[config.mk]
export PLATFORM = sky130hd
export DESIGN_NAME = stream_demux_12
export DESIGN_NICKNAME = d
export VERILOG_FILES = /design/src/rtl/stream_demux_12.sv
export SDC_FILE = /design/constraint.sdc
export NUM_CORES = 1
export LEC_CHECK = 0
export CELL_PAD_IN_SITES_DETAIL_PLACEMENT = 1
export CELL_PAD_IN_SITES_GLOBAL_PLACEMENT = 2
export CORE_MARGIN = 8
export CORE_UTILIZATION = 30
export DETAILED_ROUTE_END_ITERATION = 10
export GPL_TIMING_DRIVEN = 0
export PLACE_DENSITY_LB_ADDON = 0.25
export SYNTH_ARGS = -nofsm -noshare
export SYNTH_HDL_FRONTEND = slang
export SYNTH_SLANG_ARGS = --single-unit
[constraint.sdc]
create_clock -name clk -period 5.3 [get_ports clk]
set_input_delay 0.53 -clock clk [delete_from_list [all_inputs] [get_ports clk]]
set_output_delay 0.53 -clock clk [all_outputs]
set_load 0.005 [all_outputs]
[src/rtl/stream_demux_12.sv]
// Registered 1-to-2 stream demultiplexer: each accepted word lands in the output slot picked by in_sel.
// Each output keeps a single-entry register and a saturating count of completed transfers.
module stream_demux_12 #(
  parameter int WIDTH = 32,
  parameter int CNT_W = 16
) (
  input  logic             clk,
  input  logic             rst_n,
  input  logic [WIDTH-1:0] in_data,
  input  logic             in_sel,
  input  logic             in_valid,
  output logic             in_ready,
  output logic [WIDTH-1:0] out0_data,
  output logic             out0_valid,
  input  logic             out0_ready,
  output logic [WIDTH-1:0] out1_data,
  output logic             out1_valid,
  input  logic             out1_ready,
  output logic [CNT_W-1:0] cnt0,
  output logic [CNT_W-1:0] cnt1
);

  logic [WIDTH-1:0] out0_data_q, out0_data_d;
  logic [WIDTH-1:0] out1_data_q, out1_data_d;
  logic             out0_valid_q, out0_valid_d;
  logic             out1_valid_q, out1_valid_d;
  logic [CNT_W-1:0] cnt0_q, cnt0_d;
  logic [CNT_W-1:0] cnt1_q, cnt1_d;

  logic slot0_free, slot1_free;
  logic accept, acc0, acc1;
  logic drain0, drain1;

  function automatic logic [CNT_W-1:0] sat_inc(input logic [CNT_W-1:0] cnt);
    if (&cnt) return cnt;
    return cnt + 1'b1;
  endfunction

  // A slot can take a word when empty or when it is being drained this same cycle.
  assign slot0_free = !out0_valid_q || out0_ready;
  assign slot1_free = !out1_valid_q || out1_ready;
  assign in_ready   = in_sel ? slot1_free : slot0_free;

  assign accept = in_valid && in_ready;
  assign acc0   = accept && !in_sel;
  assign acc1   = accept && in_sel;
  assign drain0 = out0_valid_q && out0_ready;
  assign drain1 = out1_valid_q && out1_ready;

  always_comb begin
    out0_data_d  = out0_data_q;
    out1_data_d  = out1_data_q;
    out0_valid_d = out0_valid_q;
    out1_valid_d = out1_valid_q;
    cnt0_d       = cnt0_q;
    cnt1_d       = cnt1_q;

    if (acc0) begin
      out0_data_d  = in_data;
      out0_valid_d = 1'b1;
    end else if (drain0) begin
      out0_valid_d = 1'b0;
    end

    if (acc1) begin
      out1_data_d  = in_data;
      out1_valid_d = 1'b1;
    end else if (drain1) begin
      out1_valid_d = 1'b0;
    end

    if (drain0) cnt0_d = sat_inc(cnt0_q);
    if (drain1) cnt1_d = sat_inc(cnt1_q);
  end

  always_ff @(posedge clk or negedge rst_n) begin
    if (!rst_n) begin
      out0_data_q  <= '0;
      out1_data_q  <= '0;
      out0_valid_q <= 1'b0;
      out1_valid_q <= 1'b0;
      cnt0_q       <= '0;
      cnt1_q       <= '0;
    end else begin
      out0_data_q  <= out0_data_d;
      out1_data_q  <= out1_data_d;
      out0_valid_q <= out0_valid_d;
      out1_valid_q <= out1_valid_d;
      cnt0_q       <= cnt0_d;
      cnt1_q       <= cnt1_d;
    end
  end

  assign out0_data  = out0_data_q;
  assign out1_data  = out1_data_q;
  assign out0_valid = out0_valid_q;
  assign out1_valid = out1_valid_q;
  assign cnt0       = cnt0_q;
  assign cnt1       = cnt1_q;

endmodule
## Yosys cells after proc, flatten, opt, wreduce, memory -nomap -nowiden

Cells that the tools add are included.

- Flip-flop bits (word level): 98
- Input port bits: 38
- Output and inout port bits: 99
- Word-level logic and storage cells: 37

- Add/sub/neg operators: 2
- Equality and inequality tests: 2
- Muxes and demuxes: 11
- Reduce and logical (&&, ||, !) cells: 16

Operators with widths:

| kind | number |
|---|---|
| adder 16 x 1 -> 16 bit, second input constant | 2 |
| 2-to-1 mux 16 bit | 2 |
| AND reduction 16 bit | 2 |
| 2-to-1 mux 1 bit | 9 |
| logical AND 1 bit | 5 |
| inequality test 2 bit, second input constant | 2 |
| AND reduction 2 bit | 2 |
| nonzero test 2 bit | 2 |
| zero test 1 bit | 3 |
| logical OR 1 bit | 2 |

## Depth between registers and ports, before layout

- Depth after elaboration: 6
- Mapped depth: 5

## Worst setup path before layout

Ideal clock, no wire load.

- Kind: register -> register
- Start point: reg cnt1_q[0] (netlist: cnt1[0])
- End point: reg cnt1_q[1] (netlist: cnt1[1])
- Library setup time: 125 ps
- Arrival time: 1608 ps
- Setup slack: 3567 ps
- Stages on the path, launching flop included: 6
- Path buffers: 0
- Period minus slack after synthesis: 1733 ps
- Path through: dfrtp_1 > ha_1 > nand3_1 > nor4_4 > nor2_2 > mux2_4

- Cells in the longest elaborated chain, start to end: 5

RTL lines:

| element | RTL line | source |
|---|---|---|
| from (decl) | 28 | `logic [CNT_W-1:0] cnt1_q, cnt1_d;` |
| from (signal assigned) | 90 | `cnt1_q <= cnt1_d;` |
| branches (longest 5 deep; another with adder 16 x 1 -> 16 bit) | n/a |  |

Several ways; the timed one is not identified. The select of a mux whose other input is x is not followed.
A chain may end at the register's enable or synchronous reset.

## Worst setup path after layout

- Start point: in out0_ready
- End point: out in_ready

- Cells in the longest elaborated chain, start to end: 2

RTL lines:

| element | RTL line | source |
|---|---|---|
| from (decl) | 15 | `input logic out0_ready,` |
| logical OR 1 bit | 40 | `assign slot0_free = !out0_valid_q \|\| out0_ready;` |
| 2-to-1 mux 1 bit | 42 | `assign in_ready = in_sel ? slot1_free : slot0_free;` |
| to (decl) | 12 | `output logic in_ready,` |

Every way passes these cells.

==> results.md <==
- Status: finished, final reports clean
- Clk slew on worst S/H paths: 0.07 ns
- Mean post-synth cell area: 14.04 um^2
- Synth Cell Area: approximately 4000 um^2
- Worst vdd ir: 0.2018 mV
- Distinct cells, synth: 31
- Die W: 132.1 um
- Nets: 476
- RSZ-0062 raised after global routing: no
- Setup_tns: 0 ns
- DR vias/cell: about 4.6
- Num CTS Buffers: 9
- Post-CTS Resized: 0
- Hold_buf cts: 0
- Post-synth EDFFs: 0
- Fmax: 0.4081 GHz
- Htree depth: 3
- Post-route DRC violation count: 0
- Hold Fails Final Rpt: 0
- Max_slew headroom: a little over half
- Crit path from: out0_ready
- Crit-path max FO: 3
- Area Overhead vs Synth: 47.00%
- Power Dens Cells: 361.6 nW/um^2
- Initial antenna violation count: 0
- GRT Residual Overflow: 0
- DRT iter0 DRCs: 87
- Synth warn: 0
- GR Util met3: 7.965%
- Fin. max-slew vios: 0
- Worst Skew: 0.003915 ns
- Sequential share of the synthesized area: just over 60%
- Switching Share: 25.40%
- Combinational share of power: between 20% and 30%
- Antenna-violating nets left: 0
- Starting density of the core: a little under a third
- Drt total wl: between 10,000 and 15,000 um
- Post-CTS setup buffers: 0
- Tot GR Track Use: 13.25%
- Die height: 132.1 um
- Placer Congestion: between 0.6 and 0.7
- Seq pwr share: 45.5%
- P_leak: 2.552 nW
- FF-to-FF Start: cnt1[0]
- Least-Margin Pin Slew: 0.6891 ns
- Placed insts: 601
- Clock share of power: ~30%
- IO Port Bufs: 136
- TritonCTS clock tree: built
- Commonest cells after routing, fill and taps aside: 135 x clkdlybuf4s50_1, 98 x dfrtp_1, 65 x mux2_2
- Site row count: 42
- Biggest area consumer among synthesized cells: dfrtp_1
- Most used routing layer: met2
- Via count: 2,855
- Pre-antenna DRT Iters: 4
- First-pass GRT wire length: 18,510 um
- Number of clock sinks: 98
- HPWL after DPL: approximately 8300 um
- Final Setup Violations: 0
- Met2 GRT Util: roughly 20%
- Min Clock Period, post-route: 2.451 ns
- FF+latch count, synth: 98
- Antenna diodes: 0
- CP endpoint kind: output port
- Post-Syn Instances: 288
- Post-synth top area share: between 60% and 70%
- Vias in the first global route: 3,284
- Clk Tree Root Cell: clkbuf_16
- Leading register cell type out of synthesis: dfrtp_1
- Met1 Resource Use GR: around 15%
- Hold/Removal Path Class: in2async
- Most common cell after layout, fill and taps aside: clkdlybuf4s50_1
- Final Non-Filler Cells: approximately 620
- Largest net degree at the start of global routing: 52
- Asr flop ratio synth: 100.0%
- Critical path arrival: 1.92 ns
- Worst endpoint required time: around 4.8 ns
- WL/cell: 17.71 um
- Worst-Skew Late Latency: between 0.3 and 0.4 ns
- Net load switching power: 546.0 uW
- Fraction of layout cells with a size suffix above 1: 22.73%
- Max Root-Sink Buffers: 2
- Core Box Area: 13,190 um^2
- # IOs: 137
- Fin area: ~6000 um^2
- P_int: between 1.5 and 2 mW
- Tcrit/Tclk final: 46.24%
- Max-Cap Viols: 0
- Area post-placement: approximately 5700 um^2
- Kind of critical path: in2out
- Die area: 17,450 um^2
- Ranking of synthesized cells by area: dfrtp_1 61%, mux2_2 18%, xor2_1 5.6%, nand2_1 1.6%, nand3_1 1.4%
- Syn nets: 328
- CP startpoint kind: input port
-- logic make-up after synthesis --
kind of cell             share of synthesized area [%]
AO/OA/AOI/OAI                                   0.6499
multiplexers                                     18.75
adder cells (fa/ha/maj)                         0.6187
AND/OR/NAND/NOR                                  12.13
buffers and inverters                           0.9283
XOR/XNOR                                         6.281
flip-flops                                       60.64
-- layer usage --
metal	vias to the layer above	wire, um
met5	-	0
met4	0	158
li1	1317	-
met2	89	5028
met3	13	1352
met1	1436	4370
-- stage by stage --
step	total power, mW	setup slack (ns)	utilization [%]	hold slack (ns)
final	2.150	2.849	45.07	0.2101
after global placement	1.510	-0.1128	42.65	0.4707
after floorplan	1.147	3.567	-	0.2344
after CTS	2.197	2.810	45.07	0.2371
after global routing	2.281	2.793	45.07	0.2676
after detailed placement	1.530	2.815	42.84	0.4943
-- flip-flops by register name, summed over array words and instances, names as in the netlist --
| register | count |
|---|---|
| cnt1 | 16 |
| out0_valid | 1 |
| out1_valid | 1 |
| out1_data | 32 |
| out0_data | 32 |
| cnt0 | 16 |
-- cells in the mapped netlist, drive strengths merged, types with 3 or more instances --
cell,count
xnor2,3
nand2,17
nor4,9
nand3,11
and4,3
nor3,11
mux2,67
nand4,6
xor2,26
nor2,10
dfrtp,98
buf,6
-- critical path: stages --
cell             delay [ns]
clkdlybuf4s50_1        0.43
nand2b_1               0.20
mux2_2                 0.28
clkdlybuf4s50_1        0.48
-- area by class of cell --
cell class                 count  area, um^2
sequential                    98        2452
tap                          176       220.2
timing repair buffer         137        1386
clock inverter                 5       55.05
buffer                         8       37.54
multi-input combinational    182        1554
fill                        1361        7246
clock buffer                  10       239.0
-- power groups by stage --
stage / registers [mW] / logic (mW) / clock network [mW]
2_1_floorplan: 0.988 / 0.159 / 0
3_3_place_gp: 0.985 / 0.524 / 0
3_5_place_dp: 0.995 / 0.535 / 0
4_1_cts: 0.983 / 0.538 / 0.677
5_1_grt: 1.00 / 0.573 / 0.706
6_report: 0.979 / 0.522 / 0.649
-- path summary, 6_finish.rpt --
check                           slack, ns             to  depth (start not counted)
worst max-delay path                 2.85       in_ready                          4
worst min-delay path                 0.21       cnt0[10]                          1
worst max register to register       3.31        cnt1[1]                          5
worst min register to register       0.51  out1_data[17]                          1
max in group asynchronous            4.42   out1_data[8]                          2
min in group clk                     0.51  out1_data[17]                          1
No activity file was read; power rests on OpenSTA's default activity.
